## config.mk

```make
export PLATFORM = sky130hd
export DESIGN_NAME = regfile_dump
export DESIGN_NICKNAME = d
export VERILOG_FILES = /design/src/rtl/regfile_dump_pkg.sv /design/src/rtl/regfile_dump.sv
export SDC_FILE = /design/constraint.sdc
export NUM_CORES = 1
export LEC_CHECK = 0
export BUFFER_PORTS_ARGS = -buffer_cell sky130_fd_sc_hd__buf_2
export CORE_UTILIZATION = 30
export DETAILED_ROUTE_END_ITERATION = 16
export MAX_ROUTING_LAYER = met4
export PLACE_DENSITY_LB_ADDON = 0.05
export SYNTH_ARGS = -nofsm -noshare
export SYNTH_HDL_FRONTEND = slang
export SYNTH_SLANG_ARGS = --single-unit
```

## constraint.sdc

```tcl
create_clock -name clk -period 1.4 [get_ports clk]
set_clock_uncertainty 0.1 [all_clocks]
set_input_delay 0.14 -clock clk [delete_from_list [all_inputs] [get_ports clk]]
set_output_delay 0.14 -clock clk [all_outputs]
set_load 0.02 [all_outputs]
```

## src/rtl/regfile_dump_pkg.sv

```systemverilog
// regfile_dump_pkg: shared MIPS definitions.
//   WORD_LENGTH_DEFAULT / NBITS_DEFAULT : data word and register index widths
//   CeilLog2                            : index width for a given entry count
//   state_t                             : dump engine FSM encoding
package regfile_dump_pkg;
   localparam int WORD_LENGTH_DEFAULT = 32;
   function automatic int CeilLog2(input int value);
      int r;
      r = 0;
      while ((1 << r) < value) r++;
      return r;
   endfunction
   localparam int NBITS_DEFAULT = CeilLog2(WORD_LENGTH_DEFAULT);
   typedef enum logic [1:0] {
      IDLE = 2'd0,
      READ = 2'd1,
      HOLD = 2'd2,
      DONE = 2'd3
   } state_t;
endpackage

```

## src/rtl/regfile_dump.sv

```systemverilog
// regfile_dump: walks a wrapping register index range through one read port and streams the words out.
//   clk, reset           : clock, synchronous active-high reset
//   start, abort         : begin a dump (IDLE only) / cancel without done
//   first_reg, last_reg  : inclusive index range, wraps modulo 2^NBITS
//   Read_Reg, Read_Data  : register-file read port
//   dump_data/dump_index/dump_valid/dump_ready : output word stream
//   busy, done           : engine active / one-cycle completion pulse
module regfile_dump
   import regfile_dump_pkg::*;
#(
   parameter int WORD_LENGTH = WORD_LENGTH_DEFAULT,
   parameter int NBITS = CeilLog2(WORD_LENGTH)
) (
   input  logic                   clk,
   input  logic                   reset,
   input  logic                   start,
   input  logic                   abort,
   input  logic [NBITS-1:0]       first_reg,
   input  logic [NBITS-1:0]       last_reg,
   output logic [NBITS-1:0]       Read_Reg,
   input  logic [WORD_LENGTH-1:0] Read_Data,
   output logic [WORD_LENGTH-1:0] dump_data,
   output logic [NBITS-1:0]       dump_index,
   output logic                   dump_valid,
   input  logic                   dump_ready,
   output logic                   busy,
   output logic                   done
);
   state_t           state, state_nx;
   logic [NBITS-1:0] idx, last;
   // idx is itself a register, so the read address stays stable for the whole READ cycle
   assign Read_Reg = idx;
   always_ff @(posedge clk) begin
      if (reset) begin
         state      <= IDLE;
         idx        <= '0;
         last       <= '0;
         dump_data  <= '0;
         dump_index <= '0;
      end else begin
         state <= state_nx;
         if (state == IDLE && state_nx == READ) begin
            idx  <= first_reg;
            last <= last_reg;
         end
         if (state == READ && state_nx == HOLD) begin
            dump_data  <= Read_Data;
            dump_index <= idx;
         end
         if (state == HOLD && state_nx == READ) idx <= idx + 1'b1;
      end
   end
   always_comb begin
      state_nx = state;
      case (state)
         IDLE: state_nx = start ? READ : IDLE;
         READ: state_nx = HOLD;
         HOLD: state_nx = dump_ready ? ((idx == last) ? DONE : READ) : HOLD;
         DONE: state_nx = IDLE;
      endcase
      // abort overrides everything, including a start arriving in IDLE
      if (abort) state_nx = IDLE;
      busy       = state != IDLE;
      dump_valid = state == HOLD;
      done       = state == DONE;
   end
endmodule

```

# Yosys cells after proc, flatten, opt, wreduce, memory -nomap -nowiden
# Cells that the tools add are included.
op_classes:
  add_sub_neg: 1
  n_mul: 0
  div_mod_pow: 0
  n_lt_le_gt_ge: 0
  eq_ne: 6
  n_shift: 0
  mux: 7
  bitwise_logic: 0
  n_reduce_logical: 6
op_table:
  columns: ["op", "n"]
  rows:
  - ["two-way mux 5 bit", 2]
  - ["case mux 2 bit (4 select lines)", 1]
  - ["equality test 2 bit, second input constant", 3]
  - ["two-way mux 2 bit", 3]
  - ["adder 5 x 1 -> 5 bit, second input constant", 1]
  - ["equality test 5 bit", 1]
  - ["equality test 2 x 1 -> 1 bit, second input constant", 2]
  - ["nonzero test 2 bit", 2]
  - ["logical AND 1 bit", 3]
  - ["logical NOT 2 bit", 1]
  - ["two-way mux 1 bit", 1]
totals:
  regBits: 49
  latchBits: 0
  ram_bits: 0
  romBits: 0
  in_bits: 47
  out_inout_bits: 45
  elab_cells: 25
  mem_count: 0

# Longest topological paths before layout
depth:
  depth_word: 9
  ltp_mapped: 6
  mapped_depth_nobuf: 6

# Least setup slack after synthesis
# No wires, ideal clock.
synth_timing:
  kind: "flip-flop to flip-flop"
  startpoint: "register idx[2] (netlist: Read_Reg[2])"
  endpoint: "register idx[2] (netlist: Read_Reg[2])"
  setup_time_ns: 0.082
  arrival_time_ns: 1.454
  t_required_ns: 1.218
  setup_slack_ns: -0.236
  stages_incl_launch_ff: 6
  n_path_buf: 0
  period_less_slack_ns: 1.636
  cell_sequence: "dfxtp_1 > xor2_1 > nor3_2 > a21oi_2 > or4_1 > o221ai_1"
synth_between:
  elab_chain_cells: 8
  elab_cells_between_ends: 11
  cone_classes: "add/sub: 1; eq/ne: 2; mux: 5; reduce/logical: 3"
synth_rtl:
  columns: ["element", "line", "text"]
  rows:
  - ["from (decl)", "regfile_dump.sv:30", "logic [NBITS-1:0] idx, last;"]
  - ["from (signal assigned)", "regfile_dump.sv:43", "idx <= first_reg;"]
  - ["from (signal assigned)", "regfile_dump.sv:50", "if (state == HOLD && state_nx == READ) idx <= idx + 1'b1;"]
  - ["equality test 5 bit", "regfile_dump.sv:58", "HOLD: state_nx = dump_ready ? ((idx == last) ? DONE : READ) : HOLD;"]
  - ["two-way mux 2 bit (2 in a row)", "regfile_dump.sv:58", null]
  - ["case mux 2 bit (4 select lines)", "regfile_dump.sv:55", "case (state)"]
  - ["two-way mux 2 bit", "regfile_dump.sv:62", "if (abort) state_nx = IDLE;"]
  - ["equality test 2 x 1 -> 1 bit", "regfile_dump.sv:42, regfile_dump.sv:50", null]
  - ["logical AND 1 bit, on equally long branches", "regfile_dump.sv:50, regfile_dump.sv:42", null]
  - ["two-way mux 5 bit / nonzero test 2 bit (equally long branches)", null, null]
# Several ways; a longest one is shown, not always the timed one.
# A chain may end at the register's enable or synchronous reset.

# Final worst setup path
layout_timing:
  startpoint: "register state[1]"
  endpoint: "register last[2]"
layout_between:
  elab_chain_cells: 5
  elab_cells_between_ends: 8
  cone_classes: "eq/ne: 4; mux: 2; reduce/logical: 2"
layout_rtl:
  columns: ["element", "line", "text"]
  rows:
  - ["from (decl)", "regfile_dump.sv:29", "state_t state, state_nx;"]
  - ["from (signal assigned)", "regfile_dump.sv:41", "state <= state_nx;"]
  - ["equality test 2 bit (tied with other cells)", "regfile_dump.sv:55", null]
  - ["case mux 2 bit (4 select lines)", "regfile_dump.sv:55", null]
  - ["two-way mux 2 bit", "regfile_dump.sv:62", null]
  - ["equality test 2 x 1 -> 1 bit", "regfile_dump.sv:42", "if (state == IDLE && state_nx == READ) begin"]
  - ["logical AND 1 bit (*)", "regfile_dump.sv:42", null]
  - ["to (signal assigned)", "regfile_dump.sv:44", "last <= last_reg;"]
  - ["to (decl)", "regfile_dump.sv:30", null]
# Every way passes the cells marked *; elsewhere a longest branch is shown, timed or not.

==> flow_metrics.py <==
metrics = {
    "timing": {
        "rsz0062_at_grt": "yes",
        "finalSetupTns_ns": -1.37,
        "relSlewSlack_pct": 82.3,
        "tightest_slew_ns": 0.265,
        "fin_crit_sh_pct": 111,
        "setup_viol": 10,
        "fin_ws_ns": -0.157,
        "drv_slew": 0,
        "period_needed_ns": 1.56,
        "final-hold-violation-count": 0,
        "clock.fmax_ghz": 0.642,
    },
    "finish": {
        "fillers": 586,
        "area_growth_syn_to_layout_pct": 70.8,
        "largest-register": "dump_data",
        "design_area_sq_um": 3310,
        "seq_area_sq_um": 1000,
        "diodes": 0,
        "multi_input_area_sq_um": 963,
        "largest_reg_flops": 32,
        "final_nets": 430,
        "drive_gt1_share_pct": 39.7,
    },
    "setup_path": {
        "reg2reg_depth": 6,
        "r2r-start": "state[1]$_SDFF_PP0_",
        "cp_max_fo": 6,
        "cp-end-kind": "flop",
        "cp.required_ns": 1.50,
        "r2r_end": "last[2]$_SDFFE_PP0P_",
        "start_kind": "flop",
        "worstPathArrival_ns": 1.66,
        "critical_path_class": "flop to flop",
        "r2r_slack_ns": -0.16,
    },
    "synthesis": {
        "syn_area_sq_um": 1940,
        "synth-edff-count": 0,
        "ys_seq_elements": 49,
        "syn_area_per_cell_sq_um": 8.28,
        "seq_area_frac_synth_pct": 50.6,
        "ys.flop_type": "dfxtp_1",
        "synth_cell_types": 35,
        "yosys-top-cells-area": "dfxtp_1 51%, nand2_1 15%, a21oi_1 9.8%",
        "synth_nets": 282,
        "synthArstFlopShare_pct": 0,
        "ys_warn_count": 0,
        "netlist_instances": 234,
        "synth_largest_area_cell": "dfxtp_1",
        "yosysTopAreaCellShare_pct": 50.6,
    },
    "place": {
        "io_buffer_count": 91,
        "dp_hpwl_um": 3610,
        "post_dp_cell_area_sq_um": 2640,
        "place_congestion": 0.717,
    },
    "die": {
        "start_util_pct": 32.0,
        "die_w_um": 82.4,
        "die-area_sq_um": 6790,
        "fp.dieH_um": 82.4,
        "core_sq_um": 6060,
        "rows": 28,
        "ios": 92,
    },
    "run_status": {
        "status": "finished, violations left",
        "violations": "setup timing",
    },
    "clock_network": {
        "cts_buffer_depth": 2,
        "clk_latency_ns": 0.31,
        "cts_root_buf": "clkbuf_8",
        "cts_max_level": 2,
        "cts_tree": "built",
        "cts.clk_slew.worst_paths_ns": 0.10,
        "numCtsBuffers": 5,
        "numClockSinks": 49,
    },
    "global_routing": {
        "antenna_found_initial": 0,
        "track_usage_pct": 17.5,
        "first_global_vias": 1997,
        "grt_max_degree": 38,
        "grt_pass1_wl_um": 8830,
        "grt_overflow": 0,
    },
    "hold_path": {
        "whs_path_depth": 3,
        "worstHoldPathType": "input pin to flop",
        "worstHoldEndpoint": "Read_Reg[1]$_SDFFE_PP0P_",
        "hp-start": "first_reg[1]",
    },
    "power_and_ir_drop": {
        "power_mw": 2.94,
        "max-vdd-ir-drop_mv": 0.471,
        "power.leakage_nw": 1.47,
        "p_per_area_nw_per_um2": 887,
    },
    "detailed_routing": {
        "num_vias": 2098,
        "dr.pass1.iters": 4,
        "drt.antenna.violating_nets": 0,
        "wl_per_cell_um": 13.4,
        "drt_iter0_drc": 73,
        "drt-total-wl_um": 6130,
        "routed_via_density": 4.58,
        "drc": 0,
    },
    "flow_run": {
        "drv_cap": 0,
    },
}
==> final cells by class <==
class | instances | area share, %
sequential | 49 | 30.3
timing repair buffer | 155 | 34.1
clock buffer | 7 | 3.25
tap | 75 | 2.83
clock inverter | 1 | 0.189
multi-input combinational | 169 | 29.1
inverter | 2 | 0.265
==> metrics by stage <==
stage,std cells,worst slack [ns],util [%],hold slack [ns]
floorplan,234,-0.130,-,0.111
global placement,405,-0.132,43.5,0.275
detailed placement,405,-0.152,43.5,0.286
CTS,455,-0.170,52.9,0.0234
global route,458,-0.234,54.6,0.0335
finish,458,-0.157,54.6,0.0271
==> power breakdown <==
part / switching [mW] / leakage, nW / internal (mW) / total (mW)
registers: 0.0234 / 0.402 / 1.43 / 1.45
clock network: 0.499 / 0.0599 / 0.512 / 1.01
logic: 0.221 / 1.01 / 0.254 / 0.475
==> timing repair <==
| item | CTS | global route |
|---|---|---|
| buffers inserted | 3 | 1 |
| pin swaps | 11 | 8 |
| gates resized for setup | 8 | 15 |
| hold endpoints to repair | 38 | 0 |
| endpoints found under the setup margin | 11 | 49 |
| hold buffers | 38 | 0 |
| gates cloned | 1 | 3 |
==> Yosys cell counts, drive strengths merged, types with 3 or more instances <==
| cell type | count |
|---|---|
| or3 | 3 |
| dfxtp | 49 |
| nand2b | 4 |
| xor2 | 5 |
| a22oi | 3 |
| nand2 | 76 |
| nor2 | 9 |
| clkbuf | 6 |
| a21oi | 39 |
| mux2i | 6 |
| buf | 8 |
==> worst max-delay path, cell delays in order, from the launching register on <==
cell,delay (ns)
dfxtp_4,0.37
or2_4,0.24
nor3b_4,0.22
buf_6,0.15
buf_12,0.11
mux2i_1,0.18
nor2_1,0.07
==> layout by cell type (no fill, tap or decap), types with 4 or more instances in the layout <==
cell | Yosys | final
a21oi_1 | 38 | 38
buf_2 | 7 | 90
dlygate4sd3_1 | 0 | 38
buf_6 | 1 | 6
buf_4 | 0 | 16
nand2_1 | 76 | 75
dfxtp_4 | 0 | 4
clkbuf_8 | 0 | 6
dfxtp_2 | 0 | 5
nor2_1 | 8 | 7
dfxtp_1 | 49 | 40
mux2i_1 | 6 | 6
==> worst max-delay path by stage <==
stage | end | startpoint | slack (ns)
2_1_floorplan | Read_Reg[2]$_SDFFE_PP0P_ | Read_Reg[3]$_SDFFE_PP0P_ | -0.13
3_3_place_gp | Read_Reg[2]$_SDFFE_PP0P_ | Read_Reg[3]$_SDFFE_PP0P_ | -0.13
3_5_place_dp | Read_Reg[2]$_SDFFE_PP0P_ | last[3]$_SDFFE_PP0P_ | -0.15
4_1_cts | Read_Reg[2]$_SDFFE_PP0P_ | last[2]$_SDFFE_PP0P_ | -0.17
5_1_grt | Read_Reg[4]$_SDFFE_PP0P_ | state[0]$_SDFF_PP0_ | -0.23
6_report | last[2]$_SDFFE_PP0P_ | state[1]$_SDFF_PP0_ | -0.16
==> per-layer routing <==
metal | GRT usage (%) | share of wire [%] | vias to the layer above | wire length (um)
met4 | 5.44 | 1.3 | 0 | 78
met1 | 20.9 | 45 | 955 | 2780
li1 | - | - | 1074 | -
met3 | 4.07 | 4.7 | 8 | 286
met2 | 29.3 | 49 | 61 | 2990
met5 | - | 0 | - | 0
==> kinds of logic (layout without fill, tap and decap cells) <==
family,after synthesis,count (layout),synth area share (%)
flops,49,49,50.6
xor+xnor,5,5,2.26
buf+inv,16,165,3.94
simple gates,106,106,24.4
mux,6,6,3.10
fa+ha+maj,1,1,0.645
compound gates,51,51,15.0
Power figures use the tool's default switching activity.
